**src/rtl/dvp_pkg.sv**
```systemverilog
// Shared types and constants for the RGB-to-Bayer DVP camera emulator.
// Used by rgb_to_bayer_dvp and dvp_timing_gen; the colour-bar table serves the BAYER_TPG_EN build.
package dvp_pkg;

  typedef enum logic [2:0] {
    S_VSYNC  = 3'd0,
    S_VBP    = 3'd1,
    S_ACTIVE = 3'd2,
    S_HBLANK = 3'd3,
    S_VFP    = 3'd4
  } dvp_state_e;

  // BGGR phase is {line parity, pixel parity}.
  localparam logic [1:0] PH_B  = 2'b00;
  localparam logic [1:0] PH_GB = 2'b01;
  localparam logic [1:0] PH_GR = 2'b10;
  localparam logic [1:0] PH_R  = 2'b11;

  localparam int NUM_BARS = 8;

  // Bar i lives at bits [24*i +: 24] as RGB888; bar 0 (white) is leftmost.
  localparam logic [NUM_BARS*24-1:0] BAR_RGB = {
    24'h000000, 24'h0000FF, 24'hFF0000, 24'hFF00FF,
    24'h00FF00, 24'h00FFFF, 24'hFFFF00, 24'hFFFFFF
  };

  function automatic logic [23:0] bar_color(input logic [2:0] idx);
    return BAR_RGB[idx*24 +: 24];
  endfunction

  function automatic int max4(input int a, input int b, input int c, input int d);
    int m;
    m = a;
    if (b > m) m = b;
    if (c > m) m = c;
    if (d > m) m = d;
    return m;
  endfunction

  function automatic logic [7:0] bayer_pick(input logic [1:0] phase, input logic [7:0] r,
                                            input logic [7:0] g, input logic [7:0] b);
    logic [7:0] s;
    case (phase)
      PH_B:    s = b;
      PH_GB:   s = g;
      PH_GR:   s = g;
      PH_R:    s = r;
      default: s = g;
    endcase
    return s;
  endfunction

endpackage

```
**src/rtl/dvp_timing_gen.sv**
```systemverilog
// DVP frame-timing FSM: vsync, vertical porches, active lines and horizontal blanking.
// Blank periods run off clk alone; active lines advance only on accepted pixels.
module dvp_timing_gen
  import dvp_pkg::*;
#(
  parameter int IM_X   = 1280,
  parameter int IM_Y   = 720,
  parameter int VS_LEN = 8,
  parameter int VBP    = 16,
  parameter int VFP    = 16,
  parameter int HBLANK = 32,
  parameter int XW     = $clog2(IM_X + 1),
  parameter int YW     = $clog2(IM_Y + 1)
) (
  input  logic          clk,
  input  logic          rst_n,
  input  logic          advance,
  output dvp_state_e    state,
  output logic [XW-1:0] cnt_x,
  output logic [YW-1:0] cnt_y
);

  localparam int BW = $clog2(max4(VS_LEN, VBP, VFP, HBLANK) + 1);

  dvp_state_e    state_q, state_d;
  logic [BW-1:0] blank_q, blank_d;
  logic [XW-1:0] x_q, x_d;
  logic [YW-1:0] y_q, y_d;

  always_comb begin
    state_d = state_q;
    blank_d = blank_q;
    x_d     = x_q;
    y_d     = y_q;
    case (state_q)
      S_VSYNC: begin
        if (blank_q == BW'(VS_LEN - 1)) begin
          state_d = S_VBP;
          blank_d = '0;
        end else begin
          blank_d = blank_q + 1'b1;
        end
      end
      S_VBP: begin
        if (blank_q == BW'(VBP - 1)) begin
          state_d = S_ACTIVE;
          blank_d = '0;
        end else begin
          blank_d = blank_q + 1'b1;
        end
      end
      S_ACTIVE: begin
        if (advance) begin
          if (x_q == XW'(IM_X - 1)) begin
            x_d     = '0;
            y_d     = y_q + 1'b1;
            state_d = S_HBLANK;
          end else begin
            x_d = x_q + 1'b1;
          end
        end
      end
      S_HBLANK: begin
        // y already counts the finished line, so y==IM_Y means the last line just ended.
        if (blank_q == BW'(HBLANK - 1)) begin
          blank_d = '0;
          state_d = (y_q == YW'(IM_Y)) ? S_VFP : S_ACTIVE;
        end else begin
          blank_d = blank_q + 1'b1;
        end
      end
      S_VFP: begin
        if (blank_q == BW'(VFP - 1)) begin
          state_d = S_VSYNC;
          blank_d = '0;
          y_d     = '0;
        end else begin
          blank_d = blank_q + 1'b1;
        end
      end
      default: begin
        state_d = S_VSYNC;
        blank_d = '0;
        x_d     = '0;
        y_d     = '0;
      end
    endcase
  end

  always_ff @(posedge clk or negedge rst_n) begin
    if (!rst_n) begin
      state_q <= S_VSYNC;
      blank_q <= '0;
      x_q     <= '0;
      y_q     <= '0;
    end else begin
      state_q <= state_d;
      blank_q <= blank_d;
      x_q     <= x_d;
      y_q     <= y_d;
    end
  end

  assign state = state_q;
  assign cnt_x = x_q;
  assign cnt_y = y_q;

endmodule

```
**src/rtl/rgb_to_bayer_dvp.sv**
```systemverilog
// RGB888 stream to BGGR Bayer bytes with DVP frame timing (vsync/href/blanking).
// Define BAYER_TPG_EN to add the tpg_en input and an internal colour-bar pattern source.
module rgb_to_bayer_dvp
  import dvp_pkg::*;
#(
  parameter int IM_X   = 1280,
  parameter int IM_Y   = 720,
  parameter int VS_LEN = 8,
  parameter int VBP    = 16,
  parameter int VFP    = 16,
  parameter int HBLANK = 32
) (
  input  logic       clk,
  input  logic       rst_n,
  input  logic [7:0] in_r,
  input  logic [7:0] in_g,
  input  logic [7:0] in_b,
  input  logic       in_sof,
  input  logic       in_valid,
  output logic       in_ready,
  input  logic       out_ready,
`ifdef BAYER_TPG_EN
  input  logic       tpg_en,
`endif
  output logic [7:0] raw_data,
  output logic       data_valid,
  output logic       href,
  output logic       vsync,
  output logic       sof,
  output logic       eol,
  output logic       sync_err
);

  localparam int XW = $clog2(IM_X + 1);
  localparam int YW = $clog2(IM_Y + 1);

  dvp_state_e    state;
  logic [XW-1:0] cnt_x;
  logic [YW-1:0] cnt_y;

  logic       at_origin, fire, discard, advance;
  logic [7:0] pix_r, pix_g, pix_b;

  logic [7:0] raw_data_q, raw_data_d;
  logic       data_valid_q, data_valid_d;
  logic       href_q, href_d;
  logic       vsync_q, vsync_d;
  logic       sof_q, sof_d;
  logic       eol_q, eol_d;
  logic       sync_err_q, sync_err_d;

  assign at_origin = (cnt_x == '0) && (cnt_y == '0);

`ifdef BAYER_TPG_EN
  localparam int BAR_W = (IM_X >= NUM_BARS) ? IM_X / NUM_BARS : 1;

  logic        tpg_mode_q, tpg_mode_d;
  logic        gen;
  logic [2:0]  bar_idx;
  logic [23:0] bar_rgb;

  // First VSYNC cycle is the only point where the source mode may change.
  assign tpg_mode_d = ((state == S_VSYNC) && !vsync_q) ? tpg_en : tpg_mode_q;
  assign in_ready   = (state == S_ACTIVE) && out_ready && !tpg_mode_q;
  assign gen        = (state == S_ACTIVE) && out_ready && tpg_mode_q;
  assign bar_idx    = 3'(cnt_x / XW'(BAR_W));
  assign bar_rgb    = bar_color(bar_idx);
  assign pix_r      = tpg_mode_q ? bar_rgb[23:16] : in_r;
  assign pix_g      = tpg_mode_q ? bar_rgb[15:8]  : in_g;
  assign pix_b      = tpg_mode_q ? bar_rgb[7:0]   : in_b;
  assign fire       = in_valid && in_ready;
  assign discard    = fire && at_origin && !in_sof;
  assign advance    = (fire && !discard) || gen;

  always_ff @(posedge clk or negedge rst_n) begin
    if (!rst_n) tpg_mode_q <= 1'b0;
    else        tpg_mode_q <= tpg_mode_d;
  end
`else
  assign in_ready = (state == S_ACTIVE) && out_ready;
  assign pix_r    = in_r;
  assign pix_g    = in_g;
  assign pix_b    = in_b;
  assign fire     = in_valid && in_ready;
  // Until the frame's in_sof pixel arrives, pixels at the origin are swallowed.
  assign discard  = fire && at_origin && !in_sof;
  assign advance  = fire && !discard;
`endif

  dvp_timing_gen #(
    .IM_X(IM_X), .IM_Y(IM_Y), .VS_LEN(VS_LEN), .VBP(VBP), .VFP(VFP), .HBLANK(HBLANK),
    .XW(XW), .YW(YW)
  ) u_timing (
    .clk    (clk),
    .rst_n  (rst_n),
    .advance(advance),
    .state  (state),
    .cnt_x  (cnt_x),
    .cnt_y  (cnt_y)
  );

  always_comb begin
    raw_data_d   = advance ? bayer_pick({cnt_y[0], cnt_x[0]}, pix_r, pix_g, pix_b) : 8'h00;
    data_valid_d = advance;
    sof_d        = advance && at_origin;
    eol_d        = advance && (cnt_x == XW'(IM_X - 1));
    // href holds through stalls but stays low until the line's first byte.
    href_d       = advance || ((state == S_ACTIVE) && href_q);
    vsync_d      = (state == S_VSYNC);
    sync_err_d   = fire && in_sof && !at_origin;
  end

  always_ff @(posedge clk or negedge rst_n) begin
    if (!rst_n) begin
      raw_data_q   <= 8'h00;
      data_valid_q <= 1'b0;
      href_q       <= 1'b0;
      vsync_q      <= 1'b0;
      sof_q        <= 1'b0;
      eol_q        <= 1'b0;
      sync_err_q   <= 1'b0;
    end else begin
      raw_data_q   <= raw_data_d;
      data_valid_q <= data_valid_d;
      href_q       <= href_d;
      vsync_q      <= vsync_d;
      sof_q        <= sof_d;
      eol_q        <= eol_d;
      sync_err_q   <= sync_err_d;
    end
  end

  assign raw_data   = raw_data_q;
  assign data_valid = data_valid_q;
  assign href       = href_q;
  assign vsync      = vsync_q;
  assign sof        = sof_q;
  assign eol        = eol_q;
  assign sync_err   = sync_err_q;

endmodule
```
**config.mk**
```make
export PLATFORM = sky130hd
export DESIGN_NAME = rgb_to_bayer_dvp
export DESIGN_NICKNAME = d
export VERILOG_FILES = /design/src/rtl/dvp_pkg.sv /design/src/rtl/dvp_timing_gen.sv /design/src/rtl/rgb_to_bayer_dvp.sv
export SDC_FILE = /design/constraint.sdc
export NUM_CORES = 1
export LEC_CHECK = 0
export CAP_MARGIN = 10
export CORE_UTILIZATION = 59
export CTS_BUF_LIST = sky130_fd_sc_hd__clkbuf_4
export DETAILED_ROUTE_END_ITERATION = 8
export PLACE_DENSITY = 0.88
export SLEW_MARGIN = 5
export SYNTH_ARGS = -nofsm -noshare
export SYNTH_HDL_FRONTEND = slang
export SYNTH_HIERARCHICAL = 1
export SYNTH_SLANG_ARGS = --single-unit
```
**constraint.sdc**
```tcl
create_clock -name clk -period 4.3 [get_ports clk]
set_input_delay 0.86 -clock clk [delete_from_list [all_inputs] [get_ports clk]]
set_output_delay 0.86 -clock clk [all_outputs]
set_load 0.005 [all_outputs]
```
==> results of run 1 <==
cell usage in the layout, fill, tap and decap left out, drive strengths merged, types with 3 or more instances in the layout:
cell type / synthesis / layout
a21oi: 17 / 17
a22oi: 9 / 9
a31oi: 5 / 5
and3: 5 / 5
buf: 3 / 3
clkbuf: 13 / 7
clkdlybuf4s50: 0 / 42
dfrtp: 44 / 44
ha: 6 / 6
inv: 9 / 9
nand2: 27 / 27
nand2b: 5 / 5
nand3: 13 / 13
nand4: 8 / 8
nor2: 28 / 28
nor2b: 8 / 8
nor3: 10 / 10
nor4: 8 / 8
o21ai: 28 / 28
o22ai: 3 / 3
o31ai: 8 / 8
or3: 5 / 5
routing by layer:
metal | up-vias | share of wire (%)
met4 | 0 | 1.2
met3 | 8 | 6.4
met1 | 1112 | 44
li1 | 1130 | -
met2 | 85 | 48
met5 | - | 0
tightest hold or removal path: cells and delay by family, from the launching register on:
kind          cells  cell delay [ns]
flops             1             0.37
simple gates      2             0.14
registers in the layout, summed over array words and instances (netlist names):
register / flops
u_timing/state: 3
u_timing/blank_q: 6
href: 1
u_timing/cnt_y: 10
u_timing/cnt_x: 11
sof: 1
raw_data: 8
eol: 1
data_valid: 1
vsync: 1
sync_err: 1
power groups by stage:
stage	Sequential, mW	Combinational (mW)	Clock, mW
after floorplan	0.467	0.0743	0
after global placement	0.474	0.131	0
final	0.467	0.134	0.202
after CTS	0.466	0.134	0.208
after detailed placement	0.473	0.134	0
after global routing	0.471	0.151	0.227
metrics by stage:
step | power, mW | utilization (%) | worst slack [ns] | hold WS [ns] | std cells
after floorplan | 0.541 | - | 1.87 | 0.430 | 290
after CTS | 0.809 | 74.2 | 1.20 | 0.541 | 377
after detailed placement | 0.608 | 72.8 | 0.976 | 0.514 | 369
after global routing | 0.848 | 74.2 | 0.926 | 0.572 | 377
final | 0.803 | 74.2 | 1.14 | 0.539 | 377
after global placement | 0.604 | 72.8 | 1.11 | 0.488 | 369
kinds of logic after synthesis:
kind of cell / count (synthesis) / share of synthesized area, %
xor gates and xnor gates: 4 / 1.39
adders and majority gates: 6 / 2.98
muxes: 1 / 0.447
buffers and inverters: 25 / 4.12
AOI/OAI and AO/OA: 81 / 19.7
DFF: 44 / 43.7
and+or+nand+nor: 129 / 27.7
worst max path at each step:
stage	slack, ns	to	from
2_1_floorplan	1.87	u_timing/cnt_x[4]	in_valid
3_3_place_gp	1.11	u_timing/cnt_x[6]	in_sof
3_5_place_dp	0.98	u_timing/cnt_x[4]	out_ready
4_1_cts	1.20	u_timing/cnt_x[6]	u_timing/cnt_y[3]
5_1_grt	0.93	u_timing/cnt_x[6]	u_timing/cnt_y[3]
6_report	1.14	u_timing/cnt_x[6]	u_timing/cnt_y[3]
layout make-up:
| cell class | count | area [um2] | share of cell area [%] |
|---|---|---|---|
| Multi-Input combinational cell | 221 | 1320 | 43.7 |
| Sequential cell | 44 | 1100 | 36.6 |
| Timing Repair Buffer | 45 | 440 | 14.6 |
| Tap cell | 50 | 62.6 | 2.08 |
| Clock buffer | 7 | 52.6 | 1.75 |
| Inverter | 9 | 33.8 | 1.12 |
| Clock inverter | 1 | 3.75 | 0.125 |
==> run summary, run 1 <==
clk_skew: 0.00438 ns
Initial DRT Pass Iterations: 4
# hold bufs at CTS: 0
fin area: 0.00301 mm2
RSZ-0062 raised after global routing: false
register share of total power: 58.2%
P_leak: 1.20 nW
cell count after synthesis: 290
fin. max-slew vios: 0
Buf/Inv on CP: 2
Hold Crit Class: reg -> reg
vias in the first global route: 2113
Final HPWL DP: 4110 um
DP Area: 0.00295 mm2
core box area: 0.00406 mm2
routed wire length: 5880 um
post-route clock period utilization: 73.5%
antenna cells: 0
Post CTS Setup Buffer Count: 0
RR Endpoint: u_timing/cnt_x[6]
hold path start: href
Root Driver: clkbuf_4
WL per Instance: 15.6 um
Crit Path Max Fanout: 15
Net Count, Synth: 325
combinational fraction of design power: 16.7%
sequential-to-total area share from yosys stat: 43.7%
post-synth top area cell: dfrtp_1
synthesized area: 0.00252 mm2
vias post-DR: 2335
first-pass GRT wire length: 9340 um
Peak VDD IR: 0.000283 V
Final min period: 3.16 ns
Filler cells: 307
largest net degree at the start of global routing: 45
CTS clk-pin slew, worst paths: 0.12 ns
post-synth cell types: 48
Hold Path Sink: href
CTS tree: built
Async S/R FF share, synth: 100%
worst r2r src: u_timing/cnt_y[3]
global route hottest layer: met2
Final ANT Viol Nets: 0
Yosys reg bits: 44
Yosys warning count: 6
endpoints failing setup: 0
Die Area: 0.00454 mm2
Worst path max stage delay: 0.54 ns
cts repair resizes: 0
Worst Tran Pin Value: 1.03 ns
cell-internal power: 0.578 mW
Ports: 44
cell family with the largest share of critical-path delay: simple AND/OR/NAND/NOR gates
via/cell ratio: 6.19
gpl congestion: 0.878
grt total ovfl: 0
Worst EP arrival: 3.41 ns
final net count: 361
predominant post-synthesis flop cell: dfrtp_1
Slew HR: 31.1%
GR Util met2: 46.1%
clock share of power: 25.1%
list of most frequent post-synthesis cells: dfrtp_1 (44), nor2_1 (28), nand2_1 (27), o21ai_0 (27), a21oi_1 (17)
Sw Share: 28.0%
worst skew pair latency: 0.35 ns
Critical Path RT: 4.55 ns
share of layout cells above drive strength 1: 4.59%
met1 usage: 34.1%
switching power total: 0.225 mW
FF-to-FF setup slack: 1.14 ns
reg2reg path depth: 10
share of the synthesized area in the top cell type: 43.7%
FP Rows: 23
met3 GRT Util: 5.91%
CP Launch Type: flop
syn_area_per_cell: 8.69 um2
P per Cell Area: 267 mW/mm2
CP Cell Sequence: nor4_1, nand4_1, o31ai_2, inv_1, nor2b_1, o22ai_1, buf_4, nand2b_1, xor2_1, nor2_1
Initial Util: 62.1%
Post-synth EDFFs: 0
CTS HTree Levels: 2
GRT Overall Usage: 27.4%
Max Cap Viol: 0
most common cell in the netlist: dfrtp_1
Worst path depth: 10
Area growth, synth to finish: 19.4%
Area contributors post-synth: dfrtp_1 (44%), o21ai_0 (5.4%), nor2_1 (4.2%)
initial drt markers: 209
clk sinks: 44
TritonCTS buffer count: 5
Max Clock Freq: 317 MHz
Fin. Hold Viols: 0
Hold Path Cell Cnt: 2
Fin Setup TNS: 0 ns
Setup crit end kind: flop
CP max stage cell: o22ai_1
die width: 67.4 um
status: finished, final reports clean
# port buffers: 43
Bufs on Longest Clock Path: 2
Die Y: 67.4 um
DRC viols: 0
initial antenna violation count: 0
crit path kind: reg -> reg
Power figures use the tool's default switching activity.
==> run 2, diff against run 1 <==
--- a/config.mk
+++ b/config.mk
@@ -6,10 +6,10 @@
 export NUM_CORES = 1
 export LEC_CHECK = 0
 export CAP_MARGIN = 10
-export CORE_UTILIZATION = 59
+export CORE_UTILIZATION = 55
 export CTS_BUF_LIST = sky130_fd_sc_hd__clkbuf_4
 export DETAILED_ROUTE_END_ITERATION = 8
-export PLACE_DENSITY = 0.88
+export PLACE_DENSITY = 0.83
 export SLEW_MARGIN = 5
 export SYNTH_ARGS = -nofsm -noshare
 export SYNTH_HDL_FRONTEND = slang
==> constraint.sdc (replaced) <==
create_clock -name clk -period 3.2 [get_ports clk]
set_input_delay 0.64 -clock clk [delete_from_list [all_inputs] [get_ports clk]]
set_output_delay 0.64 -clock clk [all_outputs]
set_load 0.005 [all_outputs]
==> run 2 against run 1 <==
Wire length is 1.9% lower. Clock skew is 0.0038 ns higher. Fmax grew 28%. Via count down 0.56%. Worst setup slack worse by 0.42 ns. Utilization is 4.1 points lower. Sequential share of layout area fell by 0.76 points. Largest cell class unchanged. Largest power group unchanged. Highest routed layer unchanged.
==> run summary, run 2 (synthesis gave the netlist of run 1 again) <==
CTS clk-pin slew, worst paths: 0.12 ns
Root Driver: clkbuf_4
Max Cap Viol: 0
final net count: 366
share of layout cells above drive strength 1: 6.33%
number of flip-flops in the largest register: 11
Worst Tran Pin Value: 0.970 ns
antenna cells: 0
FF-to-FF setup slack: 0.73 ns
Slew HR: 35.4%
grt total ovfl: 0
Peak VDD IR: 0.000235 V
vias post-DR: 2322
GRT Overall Usage: 25.2%
P per Cell Area: 375 mW/mm2
clk_skew: 0.00820 ns
fin area: 0.00307 mm2
Ports: 44
endpoints failing setup: 0
CTS tree: built
routed wire length: 5760 um
initial antenna violation count: 0
combinational fraction of design power: 15.7%
Worst EP arrival: 2.68 ns
via/cell ratio: 6.05
DP Area: 0.00299 mm2
Die Area: 0.00486 mm2
status: finished, final reports clean
post-route clock period utilization: 77.3%
final core utilization: 70.1%
Initial DRT Pass Iterations: 4
RSZ-0062 raised after global routing: false
worst skew pair latency: 0.35 ns
cts repair resizes: 0
vias in the first global route: 2134
Crit Path Max Fanout: 16
initial drt markers: 236
Bufs on Longest Clock Path: 2
register share of total power: 54.3%
TritonCTS buffer count: 5
# port buffers: 43
P_leak: 1.24 nW
first-pass GRT wire length: 9950 um
Initial Util: 57.5%
FP Rows: 24
Sequential Area: 0.00110 mm2
Layout Cells excl Fill: 384
largest net degree at the start of global routing: 45
Hold Crit Class: in -> async
Fin. Hold Viols: 0
Final HPWL DP: 4010 um
CTS HTree Levels: 2
fin. max-slew vios: 0
Max Clock Freq: 404 MHz
# hold bufs at CTS: 0
Critical Path RT: 3.41 ns
Placed Instances: 376
Filler cells: 361
clk sinks: 44
core box area: 0.00438 mm2
Sw Share: 26.4%
DRC viols: 0
multi-input logic area: 0.00132 mm2
cell-internal power: 0.848 mW
Setup crit end kind: flop
Post CTS Setup Buffer Count: 0
CP Launch Type: flop
crit path kind: reg -> reg
Area growth, synth to finish: 21.9%
commonest non-fill, non-tap cells in the layout: dfrtp_1 (44), clkdlybuf4s50_1 (42), nor2_1 (28), nand2_1 (27), o21ai_0 (27)
die width: 69.7 um
WL per Instance: 15.0 um
switching power total: 0.304 mW
gpl congestion: 0.851
commonest non-fill, non-tap cell in the layout: dfrtp_1
Die Y: 69.7 um
clock share of power: 30.1%
Final min period: 2.47 ns
Final ANT Viol Nets: 0
Min Hold Slack: 0.436 ns
Fin Setup TNS: 0 ns
==> run 2: area by class of cell <==
type,instances,area share [%]
Clock inverter,2,1.14
Timing Repair Buffer,50,15.6
Multi-Input combinational cell,221,42.8
Sequential cell,44,35.8
Inverter,9,1.10
Tap cell,52,2.12
Clock buffer,6,1.47
==> run 2: power by group through the flow <==
stage	combinational [mW]	clock (mW)	sequential (mW)
after floorplan	0.0999	0	0.627
after global placement	0.177	0	0.636
after CTS	0.182	0.359	0.625
after detailed placement	0.182	0	0.636
after global routing	0.207	0.380	0.631
final	0.181	0.346	0.625
==> run 2: final timing paths <==
kind,startpoint,end,cells past startpoint
worst min register to register,href,href,2
worst max register to register,u_timing/cnt_y[3],u_timing/cnt_x[10],10
worst min-delay path,rst_n,raw_data[3],1
min in group clk,href,href,2
max in group asynchronous,rst_n,u_timing/cnt_y[4],1
worst max-delay path,u_timing/cnt_y[3],u_timing/cnt_x[10],10
==> run 2: worst max-delay path: stages, from the launching register on <==
cell	delay (ns)
dfrtp_1	0.44
nor4_1	0.41
nand4_1	0.25
o31ai_2	0.31
inv_1	0.09
nor2b_1	0.14
o22ai_1	0.14
buf_4	0.22
o31ai_1	0.10
a21boi_0	0.16
o21ai_0	0.09
==> run 2: routing by layer <==
metal / up-vias / wire length (um) / GRT usage (%)
li1: 1142 / - / -
met1: 1110 / 2550 / 34.6
met2: 65 / 2880 / 41.1
met3: 5 / 276 / 5.38
met4: 0 / 53 / 6.00
met5: - / 0 / 0
==> run 2: through the flow <==
step / setup slack [ns] / power, mW
6_report: 0.726 / 1.15
3_5_place_dp: 0.481 / 0.818
3_3_place_gp: 0.594 / 0.813
2_1_floorplan: 0.824 / 0.727
5_1_grt: 0.564 / 1.22
4_1_cts: 0.745 / 1.17
==> run 3, diff against run 2 <==
==> constraint.sdc (replaced) <==
create_clock -name clk -period 2.37 [get_ports clk]
set_input_delay 0.474 -clock clk [delete_from_list [all_inputs] [get_ports clk]]
set_output_delay 0.474 -clock clk [all_outputs]
set_load 0.005 [all_outputs]
==> run 3 against run 2 <==
Sequential power rose by 31%. Largest power group unchanged. Via count rose by 7.1%. Highest routed layer unchanged. Final cell count rose by 7.3%. Non-clock buffer count rose by 28. Worst setup slack got worse by 0.58 ns. Cell area rose by 7.4%. Wire length rose by 9.4%.
==> run summary, run 3 (synthesis gave the netlist of run 1 again) <==
status: finished, final reports clean
TritonCTS buffer count: 5
Root Driver: clkbuf_4
CP Cell Sequence: clkdlybuf4s50_1, and4_1, o31ai_2, inv_1, nor2b_1, o22ai_1, buf_4, buf_4, or3_1, o31ai_1
Layout Cells excl Fill: 412
largest net degree at the start of global routing: 45
cell family with the largest share of critical-path delay: buffers and inverters
Placed Instances: 403
most used cell, CP: buf_4
Area growth, synth to finish: 31.0%
fin worst setup slack: 0.146 ns
Worst EP arrival: 2.50 ns
Critical Path RT: 2.64 ns
WL per Instance: 15.3 um
grt total ovfl: 0
Die Area: 0.00486 mm2
total power: 1.52 mW
GRT Overall Usage: 27.6%
fin. max-slew vios: 0
CP max stage cell: clkdlybuf4s50_1
CP Launch Type: primary input
Die Y: 69.7 um
vias in the first global route: 2476
Slew HR: 63.4%
share of layout cells above drive strength 1: 15.3%
Initial DRT Pass Iterations: 4
RSZ-0062 raised after global routing: true
P per Cell Area: 460 mW/mm2
Buf/Inv on CP: 4
endpoints failing setup: 0
Ports: 44
Peak VDD IR: 0.000307 V
commonest non-fill, non-tap cell in the layout: dfrtp_1
initial antenna violation count: 0
first-pass GRT wire length: 10800 um
Fin Setup TNS: 0 ns
clk_skew: 0.0129 ns
Final HPWL DP: 4660 um
CTS clk-pin slew, worst paths: 0.14 ns
P_leak: 1.37 nW
Worst Tran Pin Value: 0.550 ns
clk sinks: 44
gpl congestion: 0.886
Bufs on Longest Clock Path: 2
CTS HTree Levels: 2
die width: 69.7 um
Worst path max stage delay: 0.46 ns
commonest non-fill, non-tap cells in the layout: dfrtp_1 (43), clkdlybuf4s50_1 (42), buf_4 (34), nor2_1 (27), nand2_1 (27)
number of flip-flops in the largest register: 11
DRC viols: 0
dpl ws: -0.116 ns
Max Cap Viol: 0
Crit Path Max Fanout: 7
antenna cells: 0
CTS tree: built
vias post-DR: 2487
crit path kind: in -> reg
via/cell ratio: 6.04
final net count: 394
Final ANT Viol Nets: 0
Setup crit end kind: flop
core box area: 0.00438 mm2
FP Rows: 24
Fin. Hold Viols: 0
Hold Crit Class: in -> async
initial drt markers: 208
Filler cells: 336
Max Clock Freq: 450 MHz
worst skew pair latency: 0.36 ns
Initial Util: 57.5%
post-route clock period utilization: 93.8%
# port buffers: 43
routed wire length: 6310 um
# hold bufs at CTS: 0
Final min period: 2.22 ns
[run 3: cell count changes in the layout (fill, tap and decap cells not counted), sizes merged]
cell,change
buf,+28
clkinvlp,+2
bufinv,-1
clkbuf,-1
[run 3: worst reg2reg max path, stage by stage (launching register included)]
cell,delay (ns)
dfrtp_1,0.40
buf_4,0.14
ha_1,0.22
nand2_1,0.15
nor4_4,0.36
buf_4,0.25
nand2_1,0.08
a2111oi_1,0.42
a21o_1,0.13
[run 3: layout make-up]
cell class	instances	area [um2]	area share, %
clock inverter	3	18.8	0.569
sequential	44	1100	33.4
tap	52	65.1	1.97
inverter	9	33.8	1.02
multi-input combinational	221	1350	40.9
clock buffer	5	37.5	1.14
timing repair buffer	78	692	21.0
[run 3: path summary, 6_finish.rpt]
path / slack [ns] / end / from / cells past startpoint
max reg2reg: 0.16 / u_timing/state[0] / u_timing/cnt_x[1] / 8
max: 0.15 / u_timing/cnt_x[8] / out_ready / 10
min: 0.16 / eol / rst_n / 2
min in group clk: 0.54 / href / href / 2
max in group asynchronous: 1.81 / u_timing/cnt_x[0] / rst_n / 2
min reg2reg: 0.54 / href / href / 2
[run 3: where the power goes]
part / total [mW] / switching, mW / internal [mW]
sequential: 0.821 / 0.0307 / 0.790
combinational: 0.336 / 0.168 / 0.168
clock: 0.361 / 0.249 / 0.112
[run 3: layer usage]
layer / routed length, um / GRT usage [%] / up-vias
li1: - / - / 1199
met1: 2660 / 34.2 / 1210
met2: 3300 / 49.0 / 72
met3: 286 / 5.23 / 6
met4: 63 / 8.00 / 0
met5: 0 / 0 / -
[run 3: per-stage QoR]
stage / cell area [um2] / utilization (%) / hold slack (ns)
6_report: 3300 / 75.3 / 0.162
5_1_grt: 3300 / 75.3 / 0.206
4_1_cts: 3250 / 74.2 / 0.172
3_5_place_dp: 3200 / 72.9 / 0.519
3_3_place_gp: 3200 / 72.9 / 0.488
2_1_floorplan: 2520 / - / 0.178
[run 3: repair_timing]
item	4_1_cts	5_1_grt
buffers inserted	0	1
endpoints found under the setup margin	0	10
endpoints found under the hold margin	0	0
gates resized for setup	0	11
